<file path="config.mk">
export PLATFORM = sky130hd
export DESIGN_NAME = wb_arbiter
export DESIGN_NICKNAME = d
export VERILOG_FILES = /design/src/rtl/wb_arbiter.sv
export SDC_FILE = /design/constraint.sdc
export NUM_CORES = 1
export LEC_CHECK = 0
export CORE_AREA = 2 2 187 208
export CTS_BUF_LIST = sky130_fd_sc_hd__clkbuf_8
export CTS_CLUSTER_DIAMETER = 120
export CTS_CLUSTER_SIZE = 20
export DETAILED_ROUTE_END_ITERATION = 8
export DIE_AREA = 0 0 189 210
export PLACE_DENSITY = 0.51
export SLEW_MARGIN = 10
export SYNTH_ARGS = -nofsm -noshare
export SYNTH_HDL_FRONTEND = slang
export SYNTH_SLANG_ARGS = --single-unit
</file>
<file path="constraint.sdc">
create_clock -name clk_i -period 3 [get_ports clk_i]
set_input_delay 0.3 -clock clk_i [delete_from_list [all_inputs] [get_ports clk_i]]
set_output_delay 0.3 -clock clk_i [all_outputs]
set_load 0.01 [all_outputs]
</file>
<file path="src/rtl/wb_arbiter.sv">
// Writeback arbiter: merges single-cycle ALU results and variable-latency
// LSU/divider results onto the single register file write port. LSU results
// that lose to the ALU are parked in a small circular FIFO, and a per-register
// scoreboard tracks destinations with an outstanding long-latency write.
module wb_arbiter #(
    parameter int DEPTH = 4  // power of two, at least 2
) (
    input  logic        clk_i,
    input  logic        rst_ni,
    input  logic        alu_valid_i,
    input  logic [4:0]  alu_rd_i,
    input  logic [31:0] alu_data_i,
    input  logic        lsu_issue_i,
    input  logic [4:0]  lsu_issue_rd_i,
    input  logic        lsu_valid_i,
    input  logic [4:0]  lsu_rd_i,
    input  logic [31:0] lsu_data_i,
    output logic        lsu_ready_o,
    output logic        rd_wren_o,
    output logic [4:0]  rd_addr_o,
    output logic [31:0] rd_data_o,
    output logic [31:0] busy_o
);
    localparam int AW = $clog2(DEPTH);
    localparam int CW = AW + 1;
    localparam int EW = 37;  // {rd[4:0], data[31:0]}

    logic [EW-1:0] mem [DEPTH];
    logic [AW-1:0] wptr_reg;
    logic [AW-1:0] rptr_reg;
    logic [CW-1:0] count_reg;
    logic [CW-1:0] count_next;
    logic [31:0]   busy_reg;
    logic [31:0]   busy_next;
    logic [31:0]   set_hit;
    logic [31:0]   clr_hit;
    logic [EW-1:0] head;
    logic          lsu_hs;
    logic          fifo_empty;
    logic          push;
    logic          pop;
    logic          sel_write;
    logic          sel_lsu;
    logic [4:0]    sel_rd;
    logic [31:0]   sel_data;

    // Ready comes only from the registered count: a full FIFO never passes
    // an LSU result straight through, even when it is popping this cycle.
    assign lsu_ready_o = (count_reg < CW'(DEPTH));
    assign lsu_hs      = lsu_valid_i && lsu_ready_o;
    assign fifo_empty  = (count_reg == '0);
    assign head        = mem[rptr_reg];
    assign busy_o      = busy_reg;

    // Pick this cycle's writer: ALU first, then the FIFO head, then a direct LSU result.
    always_comb begin
        push      = 1'b0;
        pop       = 1'b0;
        sel_write = 1'b0;
        sel_lsu   = 1'b0;
        sel_rd    = '0;
        sel_data  = '0;
        if (alu_valid_i) begin
            sel_write = 1'b1;
            sel_rd    = alu_rd_i;
            sel_data  = alu_data_i;
            push      = lsu_hs;
        end else if (!fifo_empty) begin
            sel_write = 1'b1;
            sel_lsu   = 1'b1;
            sel_rd    = head[36:32];
            sel_data  = head[31:0];
            pop       = 1'b1;
            push      = lsu_hs;
        end else if (lsu_hs) begin
            sel_write = 1'b1;
            sel_lsu   = 1'b1;
            sel_rd    = lsu_rd_i;
            sel_data  = lsu_data_i;
        end
    end

    // Occupancy: unchanged on simultaneous push and pop.
    always_comb begin
        count_next = count_reg;
        if (push && !pop) begin
            count_next = count_reg + CW'(1);
        end else if (pop && !push) begin
            count_next = count_reg - CW'(1);
        end
    end

    // Scoreboard bit update; an issue to the same register beats the clear.
    genvar gi;
    generate
        for (gi = 0; gi < 32; gi++) begin : g_busy
            assign set_hit[gi]   = (gi != 0) && lsu_issue_i && (lsu_issue_rd_i == 5'(gi));
            assign clr_hit[gi]   = sel_lsu && (sel_rd == 5'(gi));
            assign busy_next[gi] = set_hit[gi] | (busy_reg[gi] & ~clr_hit[gi]);
        end
    endgenerate

    // FIFO storage array; contents need no reset because count guards every read.
    always_ff @(posedge clk_i) begin
        if (push) begin
            mem[wptr_reg] <= {lsu_rd_i, lsu_data_i};
        end
    end

    // Pointers, count, scoreboard and the registered write port.
    always_ff @(posedge clk_i or negedge rst_ni) begin
        if (!rst_ni) begin
            wptr_reg  <= '0;
            rptr_reg  <= '0;
            count_reg <= '0;
            busy_reg  <= '0;
            rd_wren_o <= 1'b0;
            rd_addr_o <= '0;
            rd_data_o <= '0;
        end else begin
            if (push) begin
                wptr_reg <= wptr_reg + AW'(1);
            end
            if (pop) begin
                rptr_reg <= rptr_reg + AW'(1);
            end
            count_reg <= count_next;
            busy_reg  <= busy_next;
            // x0 results are consumed but never reach the register file.
            rd_wren_o <= sel_write && (sel_rd != 5'd0);
            if (sel_write) begin
                rd_addr_o <= sel_rd;
                rd_data_o <= sel_data;
            end
        end
    end

    // Decode-side hazard contract.
    a_issue_not_busy: assert property (@(posedge clk_i) disable iff (!rst_ni)
        (lsu_issue_i && lsu_issue_rd_i != 5'd0) |-> !busy_reg[lsu_issue_rd_i]);
    a_alu_not_busy: assert property (@(posedge clk_i) disable iff (!rst_ni)
        (alu_valid_i && alu_rd_i != 5'd0) |-> !busy_reg[alu_rd_i]);
    a_lsu_is_busy: assert property (@(posedge clk_i) disable iff (!rst_ni)
        (lsu_valid_i && lsu_rd_i != 5'd0) |-> busy_reg[lsu_rd_i]);

endmodule

</file>
==> results by group, run 1 <==
Synthesis
  – Number of synthesized flops with an enable pin: 148
  – Yosys warnings: 0
  – Post-Syn Area: 9300 um^2
  – Top-count cell post-synth: edfxtp_1
  – Main area contributors after synthesis: edfxtp_1 48%, dfrtp_1 21%, mux4_2 8.7%
  – Most common library cells after synthesis: 148 x edfxtp_1, 95 x nand2_1, 77 x dfrtp_1
  – Main synth FF type: edfxtp_1
  – Seq/Total Area, Yosys: 68.5%
  – Syn Inst Count: 615
  – Unique masters post-synth: 48
  – Post-synth top area share: 47.8%
  – Avg Cell Area, Syn: 15.1 um^2
  – Synth Register Bits: 225
  – Yosys top cell by area: edfxtp_1
  – Synth async-reset ratio: 34.2%
  – Syn_nets: 704

Clocking
  – Clk sinks: 225
  – Clock transition at path regs: 0.13 ns
  – Post-CTS Resized: 0
  – H-Tree Level Count: 1
  – Total CTS buffers: 15
  – Total setup buffers inserted after CTS: 0
  – CTS tree: yes
  – Clock root cell: clkbuf_8
  – Clock Path Buffers: 3
  – Worst-Skew Late Latency: 0.53 ns

Place
  – PortBufs: 154
  – GPL Wtd Cong: 0.777
  – Hpwl dp: 16500 um
  – Setup Slack @ Placement: 0.356 ns
  – Area after DPL: 11600 um^2

Detailed routing
  – Final wirelength: 24900 um
  – Routed Antenna Nets: 0
  – Detailed-route DRC error count: 0
  – First DRT Iteration DRCs: 593
  – Drt first pass iters: 6
  – Post-DR wirelength/cell: 19.3 um
  – Via/cell ratio: 4.65
  – Via count: 5981

Cells and area
  – Number of fill cells in the layout: 3717
  – Largest register FFs: 148
  – Layout cell share with drive strength beyond 1: 13.4%
  – Multi-input gate area: 2700 um^2
  – Final instance area: 11900 um^2
  – Fin nets: 867
  – FF+latch area: 6370 um^2
  – Area grow syn2layout: 27.6%
  – Register bank with the most flops: mem
  – N_diodes: 0

Timing
  – Least-Margin Pin Slew: 0.682 ns
  – Slew Viols, Final: 0
  – Final period util: 87.4%
  – Final setup viols: 0
  – RSZ-0062 raised after global routing: no
  – Worst Slack Setup Final: 0.378 ns
  – Post-layout min period: 2.62 ns
  – F_max: 381 MHz
  – TNS Setup: 0 ns
  – Relative slew slack: 54.4%
  – Fin Hold WS: 0.316 ns
  – Final hold vios: 0
  – Worst Clk Skew: 0.0297 ns

Die
  – Die height: 210 um
  – Initial Util: 24.7%
  – Row Count: 75
  – Core area: 37600 um^2
  – Top Ports: 155
  – Die area: 39700 um^2
  – Die width: 189 um

Setup path
  – Worst EP arrival: 3.01 ns
  – Family with the most delay on the worst path: simple AND/OR/NAND/NOR gates
  – Element type at the critical path start: register
  – CP max stage cell: nor3b_1
  – Worst path bufs/invs: 1
  – Critical path fanouts, max: 11
  – CP Capture Type: register
  – Crit path kind: register to register
  – Crit path largest cell delay: 0.59 ns
  – Critical path required time: 3.39 ns
  – CP Cell Sequence: or3_1 > nor4b_1 > a21oi_1 > buf_4 > nor3b_1 > o221ai_1

Power
  – Sw Share: 30.9%
  – Sequential power share: 49.7%
  – P_leak: 4.16 nW
  – Comb pwr share: 30.9%
  – Clock power frac: 19.4%
  – NetSw: 2.47 mW
  – PD cells: 674 nW/um^2
  – Int Power: 5.52 mW
  – IR drop worst, VDD: 306 uV

Global routing
  – First-pass GRT wire length: 37900 um
  – Vias in the first global route: 6128
  – Total grt overflow: 0
  – Largest net degree at the start of global routing: 40
  – Initial antenna violation count: 1
  – GRT Total Usage: 12.3%

Status
  – Status: finished, final reports clean

Job
  – Max cap viols: 0

Worst hold path
  – Min-delay worst type: input port to async pin
==> metal layers <==
| layer | global-route usage, % | share of wire (%) | up-vias |
|---|---|---|---|
| li1 | - | - | 2714 |
| met1 | 17.1 | 45 | 3048 |
| met2 | 20.6 | 48 | 190 |
| met3 | 1.80 | 5.5 | 27 |
| met4 | 2.45 | 1.5 | 2 |
| met5 | 0 | 0.040 | - |
==> power groups by stage <==
stage,clock network (mW),registers (mW),logic (mW)
global placement,0,4.04,2.50
CTS,1.65,3.98,2.54
global route,1.74,4.02,2.71
floorplan,0,4.03,1.44
detailed placement,0,4.04,2.52
finish,1.55,3.97,2.47
==> cell families after synthesis <==
| family | synth area share, % |
|---|---|
| buffers and inverters | 2.74 |
| multiplexers | 9.22 |
| flip-flops | 68.5 |
| XOR/XNOR | 0.377 |
| AO/OA/AOI/OAI | 9.73 |
| AND/OR/NAND/NOR | 8.68 |
| adder cells (fa/ha/maj) | 0.753 |
==> layout make-up <==
cell class / count / share of cell area [%]
sequential: 225 / 53.7
inverter: 22 / 0.696
multi-input combinational: 331 / 22.8
tap: 500 / 5.27
clock buffer: 15 / 1.74
clock inverter: 10 / 0.591
timing repair buffer: 183 / 15.2
==> repair_timing <==
action	in CTS	in global routing
endpoints found under the setup margin	0	0
hold buffers	1	0
hold endpoints to repair	38	0
==> final timing paths <==
| kind | from | end | slack [ns] | cells after the start |
|---|---|---|---|---|
| worst max-delay path | count_reg[1] | busy_o[31] | 0.38 | 6 |
| worst min-delay path | rst_ni | busy_o[13] | 0.32 | 2 |
| worst max register to register | count_reg[1] | busy_o[31] | 0.38 | 6 |
| worst min register to register | rd_addr_o[0] | rd_addr_o[0] | 0.49 | 2 |
| max in group asynchronous | rst_ni | rd_data_o[2] | 2.01 | 3 |
| min in group clk_i | alu_data_i[6] | rd_data_o[6] | 0.41 | 3 |
==> worst register-to-register path, delay by kind of cell (launching register included) <==
| family | cells | cell delay, ns |
|---|---|---|
| compound gates | 2 | 0.32 |
| simple gates | 3 | 1.45 |
| buf+inv | 1 | 0.19 |
| flops | 1 | 0.52 |
==> cell usage in the layout (no fill, tap or decap), types with 2 or more instances in the layout <==
| master | n |
|---|---|
| clkbuf_8 | 15 |
| buf_4 | 25 |
| edfxtp_1 | 148 |
| nand3_1 | 24 |
| and3_1 | 3 |
| nor2b_1 | 6 |
| o221ai_1 | 3 |
| nor3b_1 | 6 |
| xnor2_1 | 3 |
| a221o_1 | 4 |
| a221oi_2 | 3 |
| dfrtp_1 | 75 |
| o211ai_1 | 17 |
| a222oi_1 | 31 |
| ha_1 | 4 |
| dfrtp_2 | 2 |
| and2_2 | 4 |
| nor3b_2 | 2 |
| clkdlybuf4s50_1 | 152 |
| o31ai_1 | 12 |
| nor2_1 | 11 |
| nand2b_1 | 4 |
| buf_12 | 4 |
| nand2_1 | 95 |
| mux4_2 | 36 |
| mux2i_1 | 2 |
| o21ai_0 | 33 |
| a21oi_1 | 2 |
| or3_1 | 2 |
| nor3_2 | 2 |
| inv_1 | 29 |
| a21boi_0 | 2 |
==> stage by stage <==
step	utilization (%)	std cells	power [mW]
floorplan	-	615	5.47
global placement	30.8	1260	6.54
detailed placement	30.8	1260	6.56
CTS	31.5	1286	8.16
global route	31.5	1286	8.47
finish	31.5	1286	7.99
No activity file was read; power rests on OpenSTA's default activity.
==> run 2, diff against run 1 <==
--- a/config.mk
+++ b/config.mk
@@ -5,13 +5,15 @@
 export SDC_FILE = /design/constraint.sdc
 export NUM_CORES = 1
 export LEC_CHECK = 0
+export CELL_PAD_IN_SITES_DETAIL_PLACEMENT = 1
+export CELL_PAD_IN_SITES_GLOBAL_PLACEMENT = 2
 export CORE_AREA = 2 2 187 208
 export CTS_BUF_LIST = sky130_fd_sc_hd__clkbuf_8
 export CTS_CLUSTER_DIAMETER = 120
 export CTS_CLUSTER_SIZE = 20
 export DETAILED_ROUTE_END_ITERATION = 8
 export DIE_AREA = 0 0 189 210
-export PLACE_DENSITY = 0.51
+export PLACE_DENSITY = 0.64
 export SLEW_MARGIN = 10
 export SYNTH_ARGS = -nofsm -noshare
 export SYNTH_HDL_FRONTEND = slang
==> results by group, run 2 (synthesis results as in run 1) <==
Status
  – Status: finished, final reports clean (unchanged)

Clocking
  – Clock root cell: clkbuf_8 (unchanged)
  – Clock Path Buffers: 3 (unchanged)
  – Clock transition at path regs: 0.13 ns (about the same)
  – H-Tree Level Count: 1 (unchanged)
  – Total CTS buffers: 15 (unchanged)
  – Post-CTS Resized: 0 (unchanged)
  – Clk sinks: 225 (unchanged)
  – CTS tree: yes (unchanged)
  – Worst-Skew Late Latency: 0.53 ns (about the same)

Cells and area
  – Final instance area: 11900 um^2 (about the same)
  – Commonest non-fill, non-tap cell in the layout: clkdlybuf4s50_1 (unchanged)
  – Area grow syn2layout: 27.8% (was 27.6%)
  – Register bank with the most flops: mem (unchanged)
  – Final Util: 31.6% (was 31.5%)
  – Fin nets: 871 (was 867)
  – Largest register FFs: 148 (unchanged)
  – Layout Cells excl Fill: 1291 (was 1286)
  – Number of fill cells in the layout: 3960 (was 3717)
  – Layout cell share with drive strength beyond 1: 13.7% (was 13.4%)
  – Most frequent cells in the layout: 152 x clkdlybuf4s50_1, 148 x edfxtp_1, 95 x nand2_1 (unchanged)

Setup path
  – Element type at the critical path start: register (unchanged)
  – Crit path kind: register to register (unchanged)
  – Critical path fanouts, max: 13 (was 11)
  – Worst EP arrival: 2.83 ns (was 3.01 ns)
  – CP Capture Type: register (unchanged)
  – Critical path required time: 3.39 ns (about the same)

Detailed routing
  – First DRT Iteration DRCs: 460 (was 593)
  – Drt first pass iters: 6 (unchanged)
  – Final wirelength: 26600 um (was 24900 um)
  – Via/cell ratio: 4.66 (was 4.65)
  – Via count: 6021 (was 5981)
  – Routed Antenna Nets: 0 (unchanged)
  – Detailed-route DRC error count: 0 (unchanged)
  – Post-DR wirelength/cell: 20.6 um (was 19.3 um)

Global routing
  – Largest net degree at the start of global routing: 39 (was 40)
  – First-pass GRT wire length: 40900 um (was 37900 um)
  – Vias in the first global route: 6649 (was 6128)
  – Total grt overflow: 0 (unchanged)
  – GRT Total Usage: 13.5% (was 12.3%)
  – Initial antenna violation count: 2 (was 1)

Power
  – Clock power frac: 19.3% (was 19.4%)
  – Sw Share: 31.1% (was 30.9%)
  – Sequential power share: 49.5% (was 49.7%)
  – NetSw: 2.50 mW (was 2.47 mW)
  – Int Power: 5.54 mW (was 5.52 mW)
  – IR drop worst, VDD: 249 uV (was 306 uV)
  – Comb pwr share: 31.2% (was 30.9%)
  – PD cells: 677 nW/um^2 (was 674 nW/um^2)
  – P_leak: 4.18 nW (was 4.16 nW)

Place
  – PortBufs: 154 (unchanged)
  – Inst Count DP: 1264 (was 1260)
  – Area after DPL: 11600 um^2 (about the same)
  – GPL Wtd Cong: 0.723 (was 0.777)
  – Hpwl dp: 17900 um (was 16500 um)

Timing
  – Final setup viols: 0 (unchanged)
  – Post-layout min period: 2.43 ns (was 2.62 ns)
  – Slew Viols, Final: 0 (unchanged)
  – TNS Setup: 0 ns (unchanged)
  – Final period util: 81.1% (was 87.4%)
  – Least-Margin Pin Slew: 0.613 ns (was 0.682 ns)
  – Relative slew slack: 59.2% (was 54.4%)
  – RSZ-0062 raised after global routing: no (unchanged)
  – Worst Clk Skew: 0.0435 ns (was 0.0297 ns)
  – Final hold vios: 0 (unchanged)
  – F_max: 411 MHz (was 381 MHz)

Die
  – Die height: 210 um (unchanged)
  – Initial Util: 24.7% (unchanged)
  – Die area: 39700 um^2 (unchanged)
  – Die width: 189 um (unchanged)
  – Core area: 37600 um^2 (unchanged)
  – Row Count: 75 (unchanged)
  – Top Ports: 155 (unchanged)

Worst hold path
  – Min-delay worst type: input port to async pin (unchanged)

Job
  – Max cap viols: 0 (unchanged)
==> run 2: cell count changes in the layout (fill, tap and decap cells not counted), sizes merged <==
| cell | delta |
|---|---|
| buf | +4 |
| clkinv | -1 |
| diode | +1 |
| inv | +1 |
==> run 2: metal layers <==
layer	track usage, %	up-vias	routed length [um]
li1	-	2724	-
met1	17.7	3129	11900
met2	23.5	142	13000
met3	2.38	24	1280
met4	2.37	2	310
met5	0	-	16
==> run 2: metrics by stage <==
stage / worst slack (ns) / power [mW] / hold WS [ns]
finish: 0.567 / 8.05 / 0.219
global route: 0.417 / 8.54 / 0.207
CTS: 0.519 / 8.22 / 0.189
detailed placement: 0.506 / 6.62 / 0.240
global placement: 0.563 / 6.59 / 0.243
floorplan: 0.363 / 5.47 / 0.00441
==> run 2: power groups by stage <==
stage / Clock, mW / Combinational [mW] / Sequential, mW
after floorplan: 0 / 1.44 / 4.03
after global placement: 0 / 2.53 / 4.06
after detailed placement: 0 / 2.56 / 4.06
after CTS: 1.65 / 2.57 / 4.00
after global routing: 1.74 / 2.75 / 4.05
final: 1.55 / 2.51 / 3.99
==> run 2: timing repair <==
action	CTS	global route
setup buffers	0	0
endpoints found under the hold margin	18	0
hold buffers	1	0
==> run 2: critical path, stage by stage (launching register included) <==
cell,delay [ns]
dfrtp_4,0.61
mux4_2,0.53
nor3b_1,0.17
a221o_2,0.46
nor3b_2,0.40
o211ai_1,0.15
==> run 2: worst paths after layout <==
check	from	end	slack (ns)	cells past startpoint
worst max register to register	rptr_reg[0]	busy_o[6]	0.57	5
worst max-delay path	rptr_reg[0]	busy_o[6]	0.57	5
min in group clk_i	alu_data_i[2]	rd_data_o[2]	0.40	2
max in group asynchronous	rst_ni	busy_o[20]	1.93	3
worst min-delay path	rst_ni	busy_o[15]	0.22	2
worst min register to register	rd_addr_o[0]	rd_addr_o[0]	0.49	2
==> run 2: area by class of cell <==
type	instances	area [um^2]	share of cell area (%)
Clock inverter	10	71.3	0.600
Inverter	22	82.6	0.695
Sequential cell	225	6380	53.6
Multi-Input combinational cell	331	2700	22.7
Antenna cell	1	2.50	0.0211
Tap cell	500	626	5.26
Clock buffer	15	206	1.74
Timing Repair Buffer	187	1820	15.3
